--- config.mk ---
export PLATFORM = sky130hd
export DESIGN_NAME = uart_rx_fifo
export DESIGN_NICKNAME = d
export VERILOG_FILES = /design/src/rtl/uart_rx_fifo.sv
export SDC_FILE = /design/constraint.sdc
export NUM_CORES = 1
export LEC_CHECK = 0
export CORE_MARGIN = 2
export CORE_UTILIZATION = 25
export DETAILED_ROUTE_END_ITERATION = 10
export HOLD_SLACK_MARGIN = 0.08
export SLEW_MARGIN = 15
export SYNTH_ARGS = -nofsm -noshare
export SYNTH_HDL_FRONTEND = slang
export SYNTH_SLANG_ARGS = --single-unit
--- constraint.sdc ---
create_clock -name clk -period 6.6 [get_ports clk]
set_input_delay 1.32 -clock clk [delete_from_list [all_inputs] [get_ports clk]]
set_output_delay 1.32 -clock clk [all_outputs]
set_load 0.1 [all_outputs]
--- src/rtl/uart_rx_fifo.sv ---
// uart_rx_fifo: first-word-fall-through byte buffer behind the UART receiver.
// Latency: a byte written on edge N is visible on rd_data (empty=0) after edge N.
// Backpressure: none toward the receiver; a write into a full FIFO without a
// same-cycle pop is dropped and sets the sticky overflow flag.
//
// Ports:
//   clk, reset          rising-edge clock, asynchronous active-high reset
//   wr_data, wr_valid   byte and one-cycle strobe from the receiver
//   rd_en               pop the head entry (ignored while empty)
//   flush               synchronous clear of contents and overflow
//   overflow_clr        clear the sticky overflow flag
//   rd_data             head entry, 0 when empty
//   empty, full, count  occupancy status, all from the registered count
//   overflow            sticky dropped-write flag
//   wm_level, wm_irq    watermark threshold and registered interrupt
//                       (present only when UART_RX_FIFO_WATERMARK_EN is defined)
module uart_rx_fifo #(
  parameter int DEPTH  = 16,
  parameter int DATA_W = 8
) (
  input  logic                       clk,
  input  logic                       reset,
  input  logic [DATA_W-1:0]          wr_data,
  input  logic                       wr_valid,
  input  logic                       rd_en,
  input  logic                       flush,
  input  logic                       overflow_clr,
`ifdef UART_RX_FIFO_WATERMARK_EN
  input  logic [$clog2(DEPTH):0]     wm_level,
  output logic                       wm_irq,
`endif
  output logic [DATA_W-1:0]          rd_data,
  output logic                       empty,
  output logic                       full,
  output logic [$clog2(DEPTH):0]     count,
  output logic                       overflow
);

  localparam int AW = $clog2(DEPTH);
  localparam int CW = AW + 1;

  logic [DATA_W-1:0] mem [DEPTH];
  logic [AW-1:0]     wr_ptr;
  logic [AW-1:0]     rd_ptr;
  logic [CW-1:0]     count_q;
  logic [CW-1:0]     count_next;
  logic              overflow_q;

  logic              pop;
  logic              wr_ok;
  logic              drop;

  // Status comes straight from the registered count, so there is no
  // combinational path from rd_en/wr_valid to empty/full/count.
  assign empty = (count_q == '0);
  assign full  = (count_q == CW'(DEPTH));
  assign count = count_q;
  assign overflow = overflow_q;

  assign pop   = rd_en && !empty;
  // A pop in the same cycle frees the slot, so a full FIFO still accepts.
  assign wr_ok = wr_valid && (!full || pop);
  assign drop  = wr_valid && full && !pop;

  // Post-update occupancy; flush forces zero so the watermark drops with it.
  always_comb begin
    count_next = count_q;
    if (flush) begin
      count_next = '0;
    end else begin
      case ({wr_ok, pop})
        2'b10:   count_next = count_q + CW'(1);
        2'b01:   count_next = count_q - CW'(1);
        default: count_next = count_q;
      endcase
    end
  end

  always_ff @(posedge clk or posedge reset) begin
    if (reset) begin
      wr_ptr     <= '0;
      rd_ptr     <= '0;
      count_q    <= '0;
      overflow_q <= 1'b0;
    end else if (flush) begin
      wr_ptr     <= '0;
      rd_ptr     <= '0;
      count_q    <= '0;
      overflow_q <= 1'b0;
    end else begin
      if (wr_ok) wr_ptr <= wr_ptr + AW'(1);
      if (pop)   rd_ptr <= rd_ptr + AW'(1);
      count_q <= count_next;
      // A dropped write wins over a coincident clear.
      if (drop) begin
        overflow_q <= 1'b1;
      end else if (overflow_clr) begin
        overflow_q <= 1'b0;
      end
    end
  end

  // Storage is not reset; contents are only meaningful behind the pointers.
  always_ff @(posedge clk) begin
    if (wr_ok && !flush) begin
      mem[wr_ptr] <= wr_data;
    end
  end

  assign rd_data = empty ? '0 : mem[rd_ptr];

`ifdef UART_RX_FIFO_WATERMARK_EN
  always_ff @(posedge clk or posedge reset) begin
    if (reset) begin
      wm_irq <= 1'b0;
    end else begin
      wm_irq <= (wm_level != '0) && (count_next >= wm_level);
    end
  end
`endif

endmodule
Word-level counts from Yosys, hierarchy flattened
Memory sizes are Yosys's and may differ from the RTL's. Index checks and enable logic that the tools add are counted.

Add/sub/neg operators: 4. Equality and inequality tests: 3. Multiplexer cells: 12. Reductions and logical operators: 15.

Operators by type and width (number): two-way mux 4 bit (4); case mux 5 bit (2 select lines) (1); adder 4 x 1 -> 4 bit (second input constant) (2); two-way mux 8 bit (1); nonzero test 3 bit (2); adder 5 x 1 -> 5 bit (second input constant) (1); equality test 5 bit (second input constant) (1); logical AND 1 bit (5); zero test 5 bit (1); two-way mux 1 bit (5); two-way mux 5 bit (1); subtractor 5 x 1 -> 5 bit (second input constant) (1); zero test 1 bit (4); nonzero test 2 bit (2); equality test 2 x 1 -> 1 bit (second input constant) (1); equality test 2 bit (second input constant) (1); logical OR 1 bit (1).

Register bits after elaboration: 14. RAM bits: 128. Bits of input ports: 14. Output and inout port bits: 16. Memories: 1.

Memories: mem (depth 16, width 8, read ports 1, clocked after memory_dff 0, wr ports 1, RTL line 42) `logic [DATA_W-1:0] mem [DEPTH];`.

Logic depth before layout (Yosys ltp)
Gate-level depths: netlist of the first run.

Depth after elaboration: 8. Depth in mapped cells: 9. Mapped depth without buffers: 8.

Least setup slack after synthesis of the first run
Ideal clock, no wire load.

Kind: flip-flop to output port. From: register count_q[1] (netlist: count[1]). To: output port rd_data[0]. Arrival time: 2.340 ns. Data required time: 5.280 ns. Path slack: 2.940 ns. Stages on the path, launching flop included: 6. Path buffers: 2. Cells stage by stage: dfrtp_1 > buf_6 > nor4_1 > nand2_1 > clkbuf_1 > and2_1.

Longest elaborated chain between the ends: 2.

Ends and longest elaborated chain: start, declared (RTL line 45) `logic [CW-1:0] count_q;`; start signal, assigned (RTL line 93) `count_q <= count_next;`; zero test 5 bit (RTL line 55) `assign empty = (count_q == '0);`; two-way mux 8 bit (RTL line 110) `assign rd_data = empty ? '0 : mem[rd_ptr];`; end, declared (RTL line 32) `output logic [DATA_W-1:0] rd_data,`.

Every way passes these cells.

Final worst setup path of the first run
From: register rd_ptr[0]. To: output port rd_data[4].

Longest elaborated chain between the ends: 2.

Ends and longest elaborated chain: start, declared (RTL line 44) `logic [AW-1:0] rd_ptr;`; start signal, assigned (RTL line 92) `if (pop) rd_ptr <= rd_ptr + AW'(1);`; memory (16 x 8 bit); two-way mux 8 bit (RTL line 110).

Every way passes these cells.

==> summary.txt, run 1 <==
Outcome
  – Status: completed

Routing
  – Routed vias/inst: 4.238
  – Uppermost routed layer: met4
  – TritonRoute pass-1 iters: 4
  – # DRC: 0
  – Post-DRT Antenna Nets: 0
  – Met3 wire length: 423 µm
  – Met1 WL: 5011 µm
  – Routed vias: 2907
  – DR WL/cell: 16.22 µm
  – Metal2 WL: 5547 µm
  – Drt initial violations: 287
  – WL final: 11130 µm

CTS
  – Cts bufs inserted: 17
  – Post-CTS Setup Bufs: 0
  – CTS tree: done
  – Post-cts hold buffer count: 0
  – Sink Count: 142
  – Clk root buf: clkbuf_16
  – Worst-path clk slew: 0.06 ns
  – # resized after CTS: 0
  – Clock buffer depth: 2
  – CTS H-tree depth: 4
  – Clock Latency Late Sink: 0.42 ns

STA
  – Final period utilization: 78.49%
  – WHS: 0.6194 ns
  – # setup viols final: 0
  – Final slew viol count: 0
  – Min Tclk post-route: 5.180 ns
  – Slew @ Worst Pin: 1.025 ns
  – Sum of negative setup slack: 0 ns
  – Peak Freq: 193.0 MHz
  – RSZ-0062 raised after global routing: false
  – Final Skew: 0.007804 ns
  – Final Hold Viols: 0
  – Max-slew headroom: 31.48%

Floorplan
  – Die height: 157.5 µm
  – Top Ports: 30
  – FP Rows: 56
  – Core Region: 23330 µm²
  – Initial core utilization: 25.26%
  – Die ar.: 24820 µm²
  – Die width: 157.5 µm

Synthesis
  – Synth Area per Inst: 18.47 µm²
  – Synthesis warning total: 0
  – Top cells by area, synth: edfxtp_1, mux4_2, dfrtp_1, nor2_1, ha_1
  – Top cell type's share of synthesized area: 65.22%
  – #FFs+latches synth: 142
  – Post-synth top area cell: edfxtp_1
  – Syn_nets: 340
  – Seq/Total Area, Yosys: 71.17%
  – Cells after Synth: 319
  – Yosys cell types: 40
  – Syn Std Cell Area: 5893 µm²

Critical path
  – Setup CP Type: reg -> out
  – Worst-path fanout max: 20
  – Required @ worst endpoint: 5.28 ns
  – Startpoint Class: flop
  – Worst EP arrival: 3.86 ns
  – Worst Setup End Kind: output pin

Worst hold path
  – Min-Delay Path Class: reg -> reg

Pwr
  – Static Leak: 2.251 nW
  – Max rail drop VDD: 0.1886 mV
  – Power, Total: 0.003121 W
  – Pwr dens: 436.9 nW/µm²

Cells and area
  – Post-layout util: 30.61%
  – Area Growth Syn to Fin: 21.21%
  – Layout cells sized above 1: 22.62%
  – Final Non-Filler Cells: 686
  – Commonest non-fill, non-tap cell in the layout: edfxtp_1
  – Most frequent cells in the layout: edfxtp_1, mux4_2, nor2_1
  – Number of antenna diodes: 0
  – Fin nets: 375

Global route
  – First-pass GRT wire length: 17530 µm
  – Vias in the first global route: 2918
  – Gr ovfl total: 0
  – Pin count of the biggest net entering global routing: 36
  – Total track usage: 9.622%
  – Initial antenna violation count: 0

Placed design
  – Placer Congestion: 0.7438
  – Dpl cells: 654
  – Post-DP HPWL: 7591 µm
  – I/O Buffers: 29

Run
  – Max Cap Violations: 0
worst max-delay path, cell delays in order (launching register included):
cell	delay, ns
dfrtp_2	0.80
buf_4	0.43
mux4_2	0.58
mux4_2	0.47
and2_1	0.17
clkdlybuf4s50_1	0.97
power breakdown:
group          total (W)  switching, W  internal, W
registers        0.00107     0.0000629      0.00101
clock network    0.00100      0.000392     0.000608
logic            0.00105      0.000707     0.000344
cell families after synthesis:
family / count (synthesis) / share of synthesized area [%]
and+or+nand+nor: 76 / 5.987
AOI/OAI and AO/OA: 20 / 2.463
adders and majority gates: 7 / 1.486
xor gates and xnor gates: 8 / 1.189
buffers and inverters: 23 / 1.826
muxes: 43 / 15.88
DFF: 142 / 71.17
through the flow:
| step | setup WS (ns) | cell area, µm² |
|---|---|---|
| after global placement | 1.813 | 6521 |
| after global routing | 1.249 | 7143 |
| after CTS | 1.341 | 7143 |
| after floorplan | 2.941 | 5893 |
| final | 1.420 | 7143 |
| after detailed placement | 1.810 | 6521 |
sequential cells by signal, summed over array words and instances (netlist names):
signal	cells
mem	128
count	5
rd_ptr	4
wr_ptr	4
overflow	1
Yosys cell counts, drive strengths merged:
cell type  instances
a211o              1
a211oi             1
a21oi              6
a22oi              1
a31o               1
a31oi              1
and2               8
and2b              1
buf                8
clkbuf             7
dfrtp             14
edfxtp           128
ha                 7
inv                8
mux2               1
mux2i              2
mux4              40
nand2             13
nand2b             2
nand3              4
nand3b             1
nand4              1
nor2              37
nor2b              2
nor3               2
nor4               1
o211ai             1
o21ai              4
o221ai             1
o311ai             1
o31a               2
or3                2
or3b               1
or4                1
xnor2              4
xor2               4
path summary, 6_finish.rpt:
check | startpoint | end | slack [ns] | cells past startpoint
worst min register to register | wr_ptr[3] | wr_ptr[3] | 0.62 | 2
worst max-delay path | rd_ptr[0] | rd_data[4] | 1.42 | 5
worst max register to register | count[2] | count[4] | 4.14 | 8
min in group asynchronous | reset | count[0] | 1.25 | 2
max in group asynchronous | reset | rd_ptr[0] | 4.94 | 2
worst min-delay path | wr_ptr[3] | wr_ptr[3] | 0.62 | 2
final cells by class:
| type | instances | area, µm² |
|---|---|---|
| inverters | 8 | 30.03 |
| multi-input cells | 154 | 1592 |
| clock inverters | 15 | 196.4 |
| fillers | 2205 | 16190 |
| repair buffers | 31 | 305.3 |
| clock buffers | 17 | 425.4 |
| flip-flops and latches | 142 | 4195 |
| well taps | 319 | 399.1 |
layer usage:
| layer | vias to the layer above | track usage (%) |
|---|---|---|
| met3 | 14 | 2.863 |
| li1 | 1333 | - |
| met1 | 1496 | 12.45 |
| met4 | 0 | 3.506 |
| met5 | - | 0 |
| met2 | 64 | 15.33 |
Power figures use the tool's default switching activity.
==> inputs of run 2 (changes only) <==
==> constraint.sdc (replaced) <==
create_clock -name clk -period 4.9 [get_ports clk]
set_input_delay 0.98 -clock clk [delete_from_list [all_inputs] [get_ports clk]]
set_output_delay 0.98 -clock clk [all_outputs]
set_load 0.1 [all_outputs]
==> summary.txt, run 2 (same netlist as run 1, synthesis figures left out) <==
Outcome
  – Status: completed

Cells and area
  – Largest register FFs: 128
  – Number of antenna diodes: 0
  – Top reg by flops: mem
  – Area Growth Syn to Fin: 20.59%
  – Register area: 4195 µm²
  – Layout cells sized above 1: 25.00%
  – # fillers: 2235
  – Most frequent cells in the layout: edfxtp_1, mux4_2, nor2_1
  – Fin nets: 376
  – Commonest non-fill, non-tap cell in the layout: edfxtp_1
  – Footprint of the multi-input gates: 1592 µm²
  – Final Cell Area: 7107 µm²

CTS
  – CTS tree: done
  – Clock Latency Late Sink: 0.41 ns
  – Clock buffer depth: 2
  – Post-cts hold buffer count: 0
  – CTS H-tree depth: 4
  – # resized after CTS: 0
  – Cts bufs inserted: 17
  – Clk root buf: clkbuf_16
  – Post-CTS Setup Bufs: 0
  – Sink Count: 142
  – Worst-path clk slew: 0.06 ns

Routing
  – Routed vias/inst: 4.231
  – WL final: 11250 µm
  – TritonRoute pass-1 iters: 4
  – Post-DRT Antenna Nets: 0
  – # DRC: 0
  – DR WL/cell: 16.37 µm
  – Drt initial violations: 272
  – Routed vias: 2907

Critical path
  – Required @ worst endpoint: 3.92 ns
  – Worst EP arrival: 2.93 ns
  – R2r worst-path depth: 8
  – Critical-path cell list: nor4_1 > nand2_1 > inv_1 > clkdlybuf4s50_1
  – Worst-path fanout max: 12
  – CP peak stage delay: 1.14 ns
  – Worst r2r src: count[1]
  – Slowest-stage cell, CP: clkdlybuf4s50_1
  – R2R Setup Slk: 2.44 ns
  – Worst Setup End Kind: output pin
  – Setup CP Type: reg -> out
  – Critical R2R Capture: count[4]
  – Startpoint Class: flop

STA
  – Max-slew headroom: 34.49%
  – Final Hold Viols: 0
  – Slew @ Worst Pin: 0.9796 ns
  – WHS: 0.6242 ns
  – Sum of negative setup slack: 0 ns
  – Final Skew: 0.006323 ns
  – Peak Freq: 256.0 MHz
  – RSZ-0062 raised after global routing: false
  – Final slew viol count: 0
  – Final period utilization: 79.71%
  – # setup viols final: 0
  – Min Tclk post-route: 3.906 ns

Pwr
  – Max rail drop VDD: 0.2438 mV
  – Static Leak: 2.258 nW
  – Pwr dens: 578.6 nW/µm²

Placed design
  – Placed instance area: 6509 µm²
  – I/O Buffers: 29
  – Placer Congestion: 0.7582
  – Post-DP HPWL: 7362 µm

Floorplan
  – Die width: 157.5 µm
  – Core Region: 23330 µm²
  – Top Ports: 30
  – Die ar.: 24820 µm²
  – FP Rows: 56
  – Die height: 157.5 µm
  – Initial core utilization: 25.26%

Worst hold path
  – Hold EP: wr_ptr[3]
  – Worst Hold Depth: 2
  – Min-Delay Path Class: reg -> reg
  – Hold_sp: wr_ptr[3]

Global route
  – Total track usage: 9.651%
  – Vias in the first global route: 2934
  – First-pass GRT wire length: 17600 µm
  – Gr ovfl total: 0
  – Pin count of the biggest net entering global routing: 36
  – Initial antenna violation count: 0

Run
  – Max Cap Violations: 0
-- run 2: cell count changes in the layout (fill, tap and decap cells not counted) --
cell,before,now
clkdlybuf4s50_1,29,21
inv_6,6,4
bufinv_16,3,1
clkinv_8,0,2
inv_8,3,4
clkinvlp_4,2,1
clkinv_4,0,2
buf_4,2,11
-- run 2: cell type report --
| cell class | instances | area share (%) |
|---|---|---|
| clock buffers | 17 | 5.986 |
| clock inverters | 15 | 2.430 |
| inverters | 8 | 0.4225 |
| multi-input cells | 154 | 22.39 |
| flip-flops and latches | 142 | 59.03 |
| well taps | 319 | 5.616 |
| repair buffers | 32 | 4.120 |
-- run 2: routing by layer --
layer  vias to the layer above  wire, µm  part of all wire [%]  GRT usage (%)
li1                       1341         -                     -              -
met5                         -         0                     0              0
met1                      1496      5008                    45          12.64
met3                         7       467                   4.2          2.836
met4                         0        99                  0.88          3.290
met2                        63      5669                    50          15.33
-- run 2: per-stage QoR --
step	instances	worst slack, ns	power (W)	utilization [%]
detailed placement	655	1.403	0.002884	27.90
floorplan	319	1.581	0.002576	-
finish	687	0.9942	0.004112	30.46
CTS	687	0.9529	0.004153	30.46
global route	687	0.7901	0.004278	30.46
global placement	655	1.441	0.002872	27.90
-- run 2: worst max path at each step --
stage	startpoint	endpoint	slack, ns	cells after the start
finish	count[1]	empty	0.99	4
global route	count[1]	empty	0.79	4
CTS	count[1]	empty	0.95	4
detailed placement	count[1]	empty	1.40	4
global placement	rd_ptr[0]	rd_data[7]	1.44	5
floorplan	count[1]	rd_data[0]	1.58	5
-- run 2: worst max-delay path: cells and delay by family (launching register included) --
kind	cells	cell delay [ns]
and+or+nand+nor	2	0.75
DFF	1	0.50
buffers and inverters	2	1.27
-- run 2: power breakdown --
part           internal (W)  switching, W
Clock              0.000727      0.000541
Combinational      0.000445      0.000997
Sequential          0.00136     0.0000442
Total               0.00253       0.00158
==> inputs of run 3 (changes only) <==
==> constraint.sdc (replaced) <==
create_clock -name clk -period 3.68 [get_ports clk]
set_input_delay 0.736 -clock clk [delete_from_list [all_inputs] [get_ports clk]]
set_output_delay 0.736 -clock clk [all_outputs]
set_load 0.1 [all_outputs]
==> summary.txt, run 3 (same netlist as run 1, synthesis figures left out) <==
CTS
  – Clock buffer depth: 2
  – Post-cts hold buffer count: 0
  – # resized after CTS: 0
  – Clock Latency Late Sink: 0.41 ns
  – CTS tree: done
  – CTS H-tree depth: 4
  – Cts bufs inserted: 17
  – Sink Count: 142
  – Clk root buf: clkbuf_16
  – Post-CTS Setup Bufs: 0
  – Worst-path clk slew: 0.06 ns

Critical path
  – Worst Setup End Kind: output pin
  – Worst setup path end: rd_data[6]
  – Startpoint Class: flop
  – CP peak stage delay: 0.58 ns
  – Slowest-stage cell, CP: mux4_2
  – Worst-path fanout max: 18
  – Delay-heaviest family, CP: multiplexers
  – Worst EP arrival: 2.58 ns
  – Setup CP Type: reg -> out
  – Stages on the worst setup path: 5
  – Critical R2R Capture: count[4]
  – Required @ worst endpoint: 2.94 ns
  – Critical-path cell list: buf_4 > mux4_2 > mux4_2 > and2_1 > buf_12
  – R2R Setup Slk: 1.09 ns
  – Crit path buf inv count: 2
  – Worst r2r src: count[2]
  – Crit. Startpoint: rd_ptr[0]
  – R2r worst-path depth: 8
  – Most used cell, CP: mux4_2

Outcome
  – Status: completed

STA
  – # setup viols final: 0
  – Final Skew: 0.007321 ns
  – Final period utilization: 90.00%
  – Sum of negative setup slack: 0 ns
  – Final WS setup: 0.3681 ns
  – Final Hold Viols: 0
  – Peak Freq: 301.9 MHz
  – Min Tclk post-route: 3.312 ns
  – Max-slew headroom: 35.31%
  – WHS: 0.6191 ns
  – Slew @ Worst Pin: 0.9673 ns
  – RSZ-0062 raised after global routing: false
  – Final slew viol count: 0

Routing
  – Routed vias/inst: 4.234
  – Post-DRT Antenna Nets: 0
  – Drt initial violations: 237
  – TritonRoute pass-1 iters: 5
  – Routed vias: 2981
  – # DRC: 0
  – WL final: 11080 µm
  – DR WL/cell: 15.74 µm

Global route
  – Pin count of the biggest net entering global routing: 36
  – Vias in the first global route: 3130
  – Total track usage: 9.559%
  – Gr ovfl total: 0
  – Initial antenna violation count: 0
  – First-pass GRT wire length: 17530 µm

Floorplan
  – Top Ports: 30
  – Core Region: 23330 µm²
  – Die width: 157.5 µm
  – Initial core utilization: 25.26%
  – FP Rows: 56
  – Die height: 157.5 µm
  – Die ar.: 24820 µm²

Placed design
  – Placed instance area: 6729 µm²
  – Place WS: 0.5760 ns
  – Placer Congestion: 0.7697
  – I/O Buffers: 29
  – Post-DP HPWL: 7669 µm

Cells and area
  – Layout cells sized above 1: 28.57%
  – Fin nets: 393
  – Final Cell Area: 7351 µm²
  – Commonest non-fill, non-tap cell in the layout: edfxtp_1
  – Top reg by flops: mem
  – Largest register FFs: 128
  – Most frequent cells in the layout: edfxtp_1, mux4_2, nor2_1
  – Area Growth Syn to Fin: 24.73%
  – Post-layout util: 31.50%
  – Number of antenna diodes: 0

Pwr
  – Static Leak: 2.390 nW
  – Max rail drop VDD: 0.2989 mV
  – Pwr dens: 786.7 nW/µm²

Worst hold path
  – Min-Delay Path Class: reg -> reg
  – Hold_sp: wr_ptr[3]

Run
  – Max Cap Violations: 0
run 3: cell count changes in the layout (fill, tap and decap cells not counted), sizes merged:
cell	before	now
clkdlybuf4s50	21	18
buf	11	31
clkinv	5	7
clkinvlp	1	2
clkbuf	17	18
inv	16	9
bufinv	1	4
run 3: metrics by stage:
step	power, W	cells
floorplan	0.003430	319
global placement	0.004038	672
detailed placement	0.004060	672
CTS	0.005840	704
global route	0.006003	704
finish	0.005783	704
run 3: tightest hold or removal path: stages, from the launching register on:
cell     delay, ns
dfrtp_1       0.42
xor2_1        0.09
nor2_1        0.08
run 3: worst min-delay path by stage:
stage / end / depth (start not counted)
after CTS: wr_ptr[3] / 2
after detailed placement: wr_ptr[3] / 2
after floorplan: wr_ptr[3] / 2
after global routing: wr_ptr[3] / 2
after global placement: wr_ptr[3] / 2
final: wr_ptr[3] / 2
run 3: power breakdown:
part	leakage [nW]	switching (W)	internal (W)	total (W)
Sequential	1.34	0.0000605	0.00181	0.00187
Combinational	0.750	0.00137	0.000772	0.00214
Clock	0.298	0.000636	0.00113	0.00177
Total	2.39	0.00207	0.00371	0.00578
run 3: area by class of cell:
type	instances	area [µm²]
multi-input combinational	154	1592
clock buffer	18	429.2
timing repair buffer	49	513.0
clock inverter	14	192.7
tap	319	399.1
sequential	142	4195
fill	2224	15980
inverter	8	30.03
run 3: per-layer routing:
metal  GRT usage, %  vias to the layer above  wire length (µm)
met1          11.32                     1526              4683
met2          16.61                       72              5876
met5              0                        -                 0
li1               -                     1369                 -
met4          3.377                        0               138
met3          2.698                       14               384
